===== src/rtl/sig_slicer_pkg.sv =====
// Shared constants and state type for the slicer; classifier width thresholds
// are calibrated against these defaults.
package sig_slicer_pkg;

  localparam int unsigned SAMPLE_DW       = 12;
  localparam int unsigned WIN_LOG2_DEF    = 16;
  localparam int unsigned HYST_SHIFT_DEF  = 3;
  localparam int unsigned DEBOUNCE_DEF    = 4;
  localparam int unsigned MIN_AMP_DEF     = 64;

  typedef enum logic [1:0] {
    LOW    = 2'd0,
    PEND_H = 2'd1,
    HIGH   = 2'd2,
    PEND_L = 2'd3
  } slice_state_t;

endpackage


===== src/rtl/sig_slicer_if.sv =====
// Sample stream in, sliced square wave and window statistics out.
interface sig_slicer_if #(
    parameter int unsigned DW = sig_slicer_pkg::SAMPLE_DW
);

    logic                 din_valid;
    logic signed [DW-1:0] din;
    logic                 sigout;
    logic signed [DW:0]   thr;
    logic        [DW:0]   amp;
    logic                 locked;

    modport master (output din_valid, din, input sigout, thr, amp, locked);
    modport slave  (input din_valid, din, output sigout, thr, amp, locked);

endinterface


===== src/rtl/sig_slicer_win_minmax.sv =====
// Windowed min/max tracker: latches midpoint threshold and peak-to-peak
// amplitude each time 2^WIN_LOG2 valid samples have been seen.
module win_minmax
  import sig_slicer_pkg::*;
#(
    parameter int unsigned DW       = SAMPLE_DW,
    parameter int unsigned WIN_LOG2 = WIN_LOG2_DEF
) (
    input  logic                 clk,
    input  logic                 rst,
    input  logic                 din_valid,
    input  logic signed [DW-1:0] din,
    output logic signed [DW:0]   thr,
    output logic        [DW:0]   amp,
    output logic        [DW:0]   close_amp,
    output logic                 win_done,
    output logic                 first_done
);

    logic [WIN_LOG2-1:0] cnt;
    logic                first;
    logic signed [DW:0]  mn, mx, dx, cur_mn, cur_mx, sum;

    // The closing sample participates, so extremes are formed before latching.
    always_comb begin
        dx        = {din[DW-1], din};
        cur_mx    = (first || (dx > mx)) ? dx : mx;
        cur_mn    = (first || (dx < mn)) ? dx : mn;
        sum       = cur_mx + cur_mn;
        close_amp = cur_mx - cur_mn;
        win_done  = din_valid && (cnt == '1);
    end

    always_ff @(posedge clk) begin
        if (rst) begin
            cnt        <= '0;
            first      <= 1'b1;
            mn         <= '0;
            mx         <= '0;
            thr        <= '0;
            amp        <= '0;
            first_done <= 1'b0;
        end else if (din_valid) begin
            cnt <= cnt + 1'b1;
            if (cnt == '1) begin
                thr        <= sum >>> 1;
                amp        <= close_amp;
                first      <= 1'b1;
                first_done <= 1'b1;
            end else begin
                mn    <= cur_mn;
                mx    <= cur_mx;
                first <= 1'b0;
            end
        end
    end

endmodule


===== src/rtl/sig_slicer.sv =====
// Adaptive hysteresis comparator with consecutive-sample debounce and
// low-amplitude squelch; produces the square wave for the classifier.
module sig_slicer
  import sig_slicer_pkg::*;
#(
    parameter int unsigned DW         = SAMPLE_DW,
    parameter int unsigned WIN_LOG2   = WIN_LOG2_DEF,
    parameter int unsigned HYST_SHIFT = HYST_SHIFT_DEF,
    parameter int unsigned DEBOUNCE   = DEBOUNCE_DEF,
    parameter int unsigned MIN_AMP    = MIN_AMP_DEF
) (
    input logic       clk,
    input logic       rst,
    sig_slicer_if.slave bus
);

    localparam logic [3:0]  DB      = 4'(DEBOUNCE);
    localparam logic [DW:0] MIN_A_W = (DW + 1)'(MIN_AMP);

    slice_state_t        state;
    logic [3:0]          cnt;
    logic                sigout_q;
    logic signed [DW:0]  thr_q, dx, hyst, upper, lower;
    logic        [DW:0]  amp_q, close_amp;
    logic                win_done, first_done, locked, locked_next, above, below;

    win_minmax #(
        .DW       (DW),
        .WIN_LOG2 (WIN_LOG2)
    ) u_win (
        .clk        (clk),
        .rst        (rst),
        .din_valid  (bus.din_valid),
        .din        (bus.din),
        .thr        (thr_q),
        .amp        (amp_q),
        .close_amp  (close_amp),
        .win_done   (win_done),
        .first_done (first_done)
    );

    // Levels come from the registered window stats, so a closing sample is
    // still judged against the previous window.
    always_comb begin
        dx          = {bus.din[DW-1], bus.din};
        hyst        = $signed(amp_q >> HYST_SHIFT);
        upper       = thr_q + hyst;
        lower       = thr_q - hyst;
        above       = dx > upper;
        below       = dx < lower;
        locked      = first_done && (amp_q >= MIN_A_W);
        locked_next = win_done ? (close_amp >= MIN_A_W) : locked;
    end

    always_ff @(posedge clk) begin
        if (rst) begin
            state    <= LOW;
            cnt      <= '0;
            sigout_q <= 1'b0;
        end else if (bus.din_valid) begin
            // Squelched now or squelching on this edge: hold LOW and skip slicing.
            if (!(locked && locked_next)) begin
                state    <= LOW;
                cnt      <= '0;
                sigout_q <= 1'b0;
            end else begin
                unique case (state)
                    LOW: if (above) begin
                        if (DB == 4'd1) begin
                            state    <= HIGH;
                            sigout_q <= 1'b1;
                        end else begin
                            state <= PEND_H;
                            cnt   <= 4'd1;
                        end
                    end
                    PEND_H: if (above) begin
                        if (cnt + 4'd1 == DB) begin
                            state    <= HIGH;
                            cnt      <= '0;
                            sigout_q <= 1'b1;
                        end else begin
                            cnt <= cnt + 4'd1;
                        end
                    end else begin
                        state <= LOW;
                        cnt   <= '0;
                    end
                    HIGH: if (below) begin
                        if (DB == 4'd1) begin
                            state    <= LOW;
                            sigout_q <= 1'b0;
                        end else begin
                            state <= PEND_L;
                            cnt   <= 4'd1;
                        end
                    end
                    PEND_L: if (below) begin
                        if (cnt + 4'd1 == DB) begin
                            state    <= LOW;
                            cnt      <= '0;
                            sigout_q <= 1'b0;
                        end else begin
                            cnt <= cnt + 4'd1;
                        end
                    end else begin
                        state <= HIGH;
                        cnt   <= '0;
                    end
                    default: begin
                        state <= LOW;
                        cnt   <= '0;
                    end
                endcase
            end
        end
    end

    assign bus.sigout = sigout_q;
    assign bus.thr    = thr_q;
    assign bus.amp    = amp_q;
    assign bus.locked = locked;

endmodule


===== src/flat_wrapper.sv =====
// flat-port wrapper written by rule: the top's interface ports become plain ports
module sig_slicer_flat import sig_slicer_pkg::*;
#(
    parameter int unsigned DW         = SAMPLE_DW,
    parameter int unsigned WIN_LOG2   = WIN_LOG2_DEF,
    parameter int unsigned HYST_SHIFT = HYST_SHIFT_DEF,
    parameter int unsigned DEBOUNCE   = DEBOUNCE_DEF,
    parameter int unsigned MIN_AMP    = MIN_AMP_DEF
)
  (clk, rst, bus_din_valid, bus_din, bus_sigout, bus_thr, bus_amp, bus_locked);
  sig_slicer_if #(.DW(DW)) bus_i ();
  input logic clk;
  input logic rst;
  input wire logic [$bits(bus_i.din_valid)-1:0] bus_din_valid;
  input wire logic [$bits(bus_i.din)-1:0] bus_din;
  output wire logic [$bits(bus_i.sigout)-1:0] bus_sigout;
  output wire logic [$bits(bus_i.thr)-1:0] bus_thr;
  output wire logic [$bits(bus_i.amp)-1:0] bus_amp;
  output wire logic [$bits(bus_i.locked)-1:0] bus_locked;
  assign bus_i.din_valid = bus_din_valid;
  assign bus_i.din = bus_din;
  assign bus_sigout = bus_i.sigout;
  assign bus_thr = bus_i.thr;
  assign bus_amp = bus_i.amp;
  assign bus_locked = bus_i.locked;
  sig_slicer #(.DW(DW), .WIN_LOG2(WIN_LOG2), .HYST_SHIFT(HYST_SHIFT), .DEBOUNCE(DEBOUNCE), .MIN_AMP(MIN_AMP)) u_core (.clk(clk), .rst(rst), .bus(bus_i));
endmodule

===== config.mk =====
export PLATFORM = sky130hd
export DESIGN_NAME = sig_slicer_flat
export DESIGN_NICKNAME = d
export VERILOG_FILES = /design/src/rtl/sig_slicer_pkg.sv /design/src/rtl/sig_slicer_if.sv /design/src/rtl/sig_slicer_win_minmax.sv /design/src/rtl/sig_slicer.sv /design/src/flat_wrapper.sv
export SDC_FILE = /design/constraint.sdc
export NUM_CORES = 1
export LEC_CHECK = 0
export ABC_AREA = 1
export BUFFER_PORTS_ARGS = -buffer_cell sky130_fd_sc_hd__buf_2
export CAP_MARGIN = 40
export CORE_MARGIN = 2
export CORE_UTILIZATION = 50
export CTS_CLUSTER_DIAMETER = 60
export DETAILED_ROUTE_END_ITERATION = 10
export PLACE_DENSITY = 0.73
export SLEW_MARGIN = 5
export SYNTH_ARGS = -nofsm -noshare
export SYNTH_HDL_FRONTEND = slang
export SYNTH_SLANG_ARGS = --single-unit

===== constraint.sdc =====
create_clock -name clk -period 6.8 [get_ports clk]
set_input_delay 0 -clock clk [delete_from_list [all_inputs] [get_ports clk]]
set_output_delay 0 -clock clk [all_outputs]
set_load 0.005 [all_outputs]

==> results of run 1 <==
-- cell type report --
type / count / area (sq um)
repair buffers: 44 / 225.2
clock buffers: 9 / 225.2
clock inverters: 7 / 58.81
multi-input cells: 679 / 4248
flip-flops and latches: 76 / 1521
well taps: 172 / 215.2
inverters: 178 / 670.6
fillers: 1283 / 5558
-- per-stage QoR --
stage	setup slack, ns	hold WS [ns]
2_1_floorplan	2.776	0.2003
3_5_place_dp	2.363	0.4052
4_1_cts	2.323	0.07150
6_report	2.320	0.07724
3_3_place_gp	2.489	0.4002
5_1_grt	1.850	0.1044
-- worst paths after layout --
kind / end / from / cells past startpoint
setup / recovery: u_core.cnt[2] / u_core.u_win.mn[12] / 28
hold reg to reg: u_core.bus.sigout / u_core.bus.sigout / 2
hold / removal: u_core.u_win.first / bus_din_valid / 2
setup reg to reg: u_core.cnt[2] / u_core.u_win.mn[12] / 28
-- cells in the mapped netlist (2+ instances only) --
library cell	instances	area share [%]
nand2_4	3	0.52
nor3_1	14	1.1
a22o_1	2	0.27
dfxtp_1	76	23
o21ai_0	88	6.7
nand3b_1	2	0.23
ha_1	97	19
nand4_1	8	0.76
nor2_2	3	0.29
clkbuf_1	13	0.74
nand2_2	6	0.57
a21oi_1	90	6.9
a21oi_2	2	0.27
a32o_1	2	0.31
inv_1	166	9.5
nand3_1	34	2.6
xnor2_1	7	0.94
or2_2	7	0.67
inv_2	10	0.57
nand2_1	178	10
xor2_1	28	3.7
nor4_1	3	0.29
fa_1	4	1.2
buf_4	2	0.23
and2_1	3	0.29
nand3_2	4	0.61
o22ai_1	6	0.57
o21bai_1	6	0.69
buf_2	2	0.15
o21ai_1	8	0.61
nor2_1	51	2.9
a211oi_1	3	0.34
o221ai_1	2	0.27
clkbuf_8	3	0.63
a31oi_1	5	0.48
-- cell usage in the layout (no fill, tap or decap), types with 4 or more instances in the layout --
master and instances:
nand2_1 178, inv_1 166, ha_1 97, a21oi_1 90, o21ai_0 88, dfxtp_1 76, nor2_1 51, buf_2 42
nand3_1 34, xor2_1 28, nor3_1 14, inv_2 10, clkbuf_16 9, nand4_1 8, or2_2 7, o21ai_1 7
xnor2_1 7, nand2_2 6, o21bai_1 6, o22ai_1 6, a31oi_1 5, nand3_2 4, fa_1 4
-- power groups by stage --
stage / clock network [mW] / registers [mW] / logic (mW)
final: 0.455 / 0.467 / 0.392
after global routing: 0.476 / 0.469 / 0.453
after CTS: 0.461 / 0.467 / 0.389
after detailed placement: 0 / 0.477 / 0.384
after global placement: 0 / 0.477 / 0.378
after floorplan: 0 / 0.476 / 0.301
-- kinds of logic (layout without fill, tap and decap cells) --
family                   count (synthesis)  in the layout  share of synthesized area [%]
AO/OA/AOI/OAI                          221            221                          18.30
buffers and inverters                  198            238                          11.99
XOR/XNOR                                35             35                          4.679
AND/OR/NAND/NOR                        322            322                          22.06
adder cells (fa/ha/maj)                101            101                          19.75
flip-flops                              76             76                          23.22
-- metal layers --
layer,wire length (um),part of all wire (%),global-route usage (%),vias to the layer above
met5,0,0,0,-
met4,134,0.91,4.836,0
met3,605,4.1,2.799,11
met2,6342,43,34.47,94
met1,7588,52,30.97,2636
li1,-,-,-,3178
-- flip-flops by register name (all words and copies together), names as in the netlist --
name                     cells
u_core.u_win.mn             13
u_core.bus.sigout            1
u_core.u_win.cnt            16
u_core.u_win.amp            13
u_core.u_win.first           1
u_core.cnt                   4
u_core.state                 2
u_core.u_win.thr            12
u_core.u_win.mx             13
u_core.u_win.first_done      1
==> metrics.txt, run 1 <==
vias in the first global route=about 5400; drt wl/cell=12.59 um; total global-route track usage=about 22%; Ys Warns=0; Final GP Congestion=0.8923; CTS tree=done; ys async rst share=0%; crit path max fanout=21; post_cts resized=0; Synth Instances=roughly 950; max cap viols=0; placed cell count=about 1100; row count=between 40 and 50; Worst path slowest cell=o21ai_0; Die H=118.5 um; most used flip-flop cell after synthesis=dfxtp_1; initial antenna violation count=0; GRT Residual Overflow=0; first-pass GRT wire length=about 25000 um; hold buffers post-CTS=0; CTS root buf=clkbuf_16; Worst VDD drop=about 0.10 mV; register area share after synthesis=between 20% and 30%; Die X=around 120 um; CTS HTree Levels=3; Power Density=roughly 180 nW/um^2; I/O pin total=43; Synth Net Count=1069; placed cell area=6880 sq um; average cell area after synthesis=6.874 sq um; status=complete, no violations; Finished Cell Area=between 7000 and 8000 sq um; DP Wirelength=11640 um; fin util=between 50% and 60%; Core Region=~13000 sq um; Routed WL=14670 um; DRT iter0 DRCs=between 400 and 500; Slew @ Worst Pin=approximately 0.84 ns; unrepaired setup endpoints after global routing=no; final period utilization=about two thirds; CP Buf/Inv Count=3; part of the power in combinational logic=29.8%; crit path kind=flip-flop to flip-flop; slew margin rel.=a little over two fifths; number of enable flip-flop cells after synthesis=0; sw frac=around 36%; cell mode on critical path=nand2_1; clock buffer depth=2; Fin. Hold Viols=0; Buffers on Ports=between 40 and 50; Worst EP required=~7.0 ns; maximum clock frequency=223.2 MHz; DR vias=a little under 6000; min-delay worst type=primary input to flip-flop; DRC violations left=0; setup_tns=0 ns; crit-path max cell delay=0.66 ns; Final setup violation count=0; Worst Setup End Kind=flip-flop; Mapped Area=~6600 sq um; switching pwr=467.8 uW; clock sink count=76; post-route ant nets=0; Netlist cell types=50; r2r setup slk=2.32 ns; fin. max-slew vios=0; Setup Fix Bufs, Post-CTS=0; clk_lat worst skew=0.34 ns; diode count=0; CP Launch Type=flip-flop; largest net degree at the start of global routing=53; fin cells=1165; Final #Nets=about 1100; Num CTS Buffers=9; area delta synth->final=9.358%; initial core utilization=51.49%; crit-path leading delay family=simple AND/OR/NAND/NOR gates; post-route minimum period=about 4.5 ns; Critical Path AT=around 4.7 ns; Clock power frac=between 30% and 40%; Vias/cell=5.081; Worst-path clk slew=around 0.070 ns; share of cells above drive strength 1=approximately 10%; Final Skew=around 0.0074 ns; Final Power=~1.3 mW; Int Pwr=846.6 uW; FF+latch count, synth=76; Flop pwr share=35.6%; Die ar.=roughly 14000 sq um; First-pass DRT Iterations=4; leakage power=between 3 and 4 nW
(Power assumes the default switching activity.)
==> run 2, diff against run 1 <==
Clock period 6.8 ns to 4.4 ns, I/O delays scaled along.
==> run 2 against run 1 <==
Effect of this change: clock skew is essentially flat; sequential power grew 55%; cell area grew 8.4%; register-to-register slack lost 2.1 ns; non-clock buffer count grew 34; largest power group is now the clock network.
==> metrics.txt, run 2 (same netlist as run 1, synthesis figures left out) <==
clock buffer depth=2 (unchanged); most frequent cells in the layout=169 x nand2_1, 163 x inv_1, 88 x ha_1; Final setup violation count=0 (unchanged); largest net degree at the start of global routing=53 (unchanged); # fillers=1183 (-7.8%); Die ar.=14030 sq um (unchanged); Worst-path clk slew=0.06 ns (about the same); DRT iter0 DRCs=438 (+2.8%); Routed WL=16340 um (+11%); Core Region=12720 sq um (unchanged); hold buffers post-CTS=0 (unchanged); Worst Setup End Kind=flip-flop; DR vias=6245 (+5.5%); slew margin rel.=43.85% (-0.058 points); crit-path max cell delay=0.39 ns (-0.27 ns); clock sink count=76 (unchanged); Final #Nets=1140 (+3.3%); crit path kind=flip-flop to flip-flop; max cap viols=0 (unchanged); Largest Register=u_core.u_win.cnt; Clock power frac=35.4% (+0.8 points); maximum clock frequency=237.2 MHz (+6.3%); CP Launch Type=flip-flop; Critical Path AT=4.46 ns (-0.22 ns); Vias/cell=5.200 (+2.3%); status=complete, no violations; Buffers on Ports=42 (unchanged); I/O pin total=43 (unchanged); Die X=118.5 um (unchanged); Final GP Congestion=0.8720 (-2.3%); hold path depth=2 (unchanged); drt wl/cell=13.60 um (+8.0%); area delta synth->final=18.54%; CTS tree=done; fin. max-slew vios=0 (unchanged); min-delay worst type=primary input to flip-flop; clk_lat worst skew=0.35 ns (about the same); DRC violations left=0 (unchanged); number of cells on the worst reg-to-reg path=31 (+11%); Num CTS Buffers=9 (unchanged); CTS HTree Levels=3 (unchanged); R2R Path End=u_core.state[1]; initial antenna violation count=0 (unchanged); leakage power=3.855 nW (+6.0%); first-pass GRT wire length=25390 um (+1.6%); crit path max fanout=8 (-62%); sw frac=34.01% (-1.6 points); final period utilization=95.82% (+30 points); Slew @ Worst Pin=0.8313 ns (-0.01009 ns); post-route ant nets=0 (unchanged); share of cells above drive strength 1=18.85% (+8.6 points); Worst Slack Setup Final=0.1840 ns (-2.136 ns); GRT Residual Overflow=0 (unchanged); Largest register FFs=16 (unchanged); part of the power in combinational logic=32.9% (+3.1 points); post-route minimum period=4.216 ns (-0.2640 ns); hold path start=bus_din_valid; First-pass DRT Iterations=5 (+1); CTS root buf=clkbuf_16; Worst path slowest cell=ha_1; vias in the first global route=5470 (+1.7%); Power Density=293.4 nW/um^2 (+60%); total global-route track usage=22.09% (+0.51 points); Fin. Hold Viols=0 (unchanged); Flop pwr share=31.7% (-3.9 points); row count=41 (unchanged); Die H=118.5 um (unchanged); switching pwr=774.9 uW (+66%); diode count=0 (unchanged); initial core utilization=51.49% (unchanged); commonest non-fill, non-tap cell in the layout=nand2_1; cell mode on critical path=nand2_1; Final Skew=0.007492 ns (+0.00009614 ns); Place WS=-0.03655 ns (-2.399 ns); origin of the critical flop-to-flop path=u_core.u_win.mn[11]; setup_tns=0 ns (unchanged); Int Pwr=1.504 mW (+78%); Worst EP required=4.64 ns (-2.36 ns); DP Wirelength=12220 um (+5.0%); Worst VDD drop=0.1996 mV (+94%); r2r setup slk=0.18 ns (-2.14 ns); WHS Endpoint=u_core.u_win.first
## run 2: changes by cell type in the layout (fill, tap and decap cells not counted), moves of 6 or more
cell     delta
ha_1        -9
nand2_2    +10
buf_4      +31
a21oi_1     -8
dfxtp_2     +6
a21oi_2     +8
o21ai_1    +10
o21ai_0    -16
dfxtp_1     -7
ha_4        +8
nand2_1     -9
## run 2: critical path, delay by kind of cell (launching register included)
family | cells | cell delay [ns]
simple gates | 19 | 2.04
fa+ha+maj | 2 | 0.68
compound gates | 4 | 0.55
buf+inv | 6 | 0.52
flops | 1 | 0.31
## run 2: metal layers
metal  vias up  track usage, %  wire, um
li1       3258               -         -
met1      2841           31.19      8061
met2       132           35.44      7387
met3        14           2.896       702
met4         0           5.878       184
met5         -               0         0
## run 2: power groups by stage
stage | Clock (mW) | Sequential [mW] | Combinational (mW)
finish | 0.806 | 0.723 | 0.750
global route | 0.842 | 0.725 | 0.836
CTS | 0.814 | 0.722 | 0.646
detailed placement | 0 | 0.737 | 0.639
global placement | 0 | 0.737 | 0.630
floorplan | 0 | 0.735 | 0.465
## run 2: through the flow
stage | power [mW] | hold slack (ns) | util (%) | cell area, sq um | std cells
6_report | 2.279 | 0.08740 | 61.04 | 7766 | 1201
5_1_grt | 2.403 | 0.1225 | 61.04 | 7766 | 1201
4_1_cts | 2.182 | 0.08195 | 57.81 | 7355 | 1184
3_5_place_dp | 1.376 | 0.4038 | 55.20 | 7023 | 1168
3_3_place_gp | 1.367 | 0.3998 | 55.20 | 7023 | 1168
2_1_floorplan | 1.200 | 0.2003 | - | 6551 | 953
## run 2: final cells by class
class	count	area, sq um	area share (%)
repair buffers	78	485.5	6.251
inverters	178	680.7	8.764
clock inverters	7	98.84	1.273
clock buffers	9	225.2	2.900
well taps	172	215.2	2.771
flip-flops and latches	76	1533	19.74
multi-input cells	681	4528	58.31
## run 2: how the worst max path moves through the flow
stage          depth (start not counted)                 from                 to
2_1_floorplan                         32  u_core.u_win.mx[12]    u_core.state[1]
6_report                              31  u_core.u_win.mn[11]    u_core.state[1]
3_3_place_gp                          28  u_core.u_win.mn[12]  u_core.bus.sigout
5_1_grt                               30  u_core.u_win.thr[0]      u_core.cnt[3]
4_1_cts                               32  u_core.u_win.mx[12]      u_core.cnt[2]
3_5_place_dp                          28  u_core.u_win.mn[12]      u_core.cnt[2]
## run 2: what timing repair did
action	4_1_cts	5_1_grt
gates resized for setup	2	80
hold endpoints to repair	0	0
buffers inserted	0	14
pin swaps	0	25
setup endpoints to repair	7	10
gates cloned	0	3
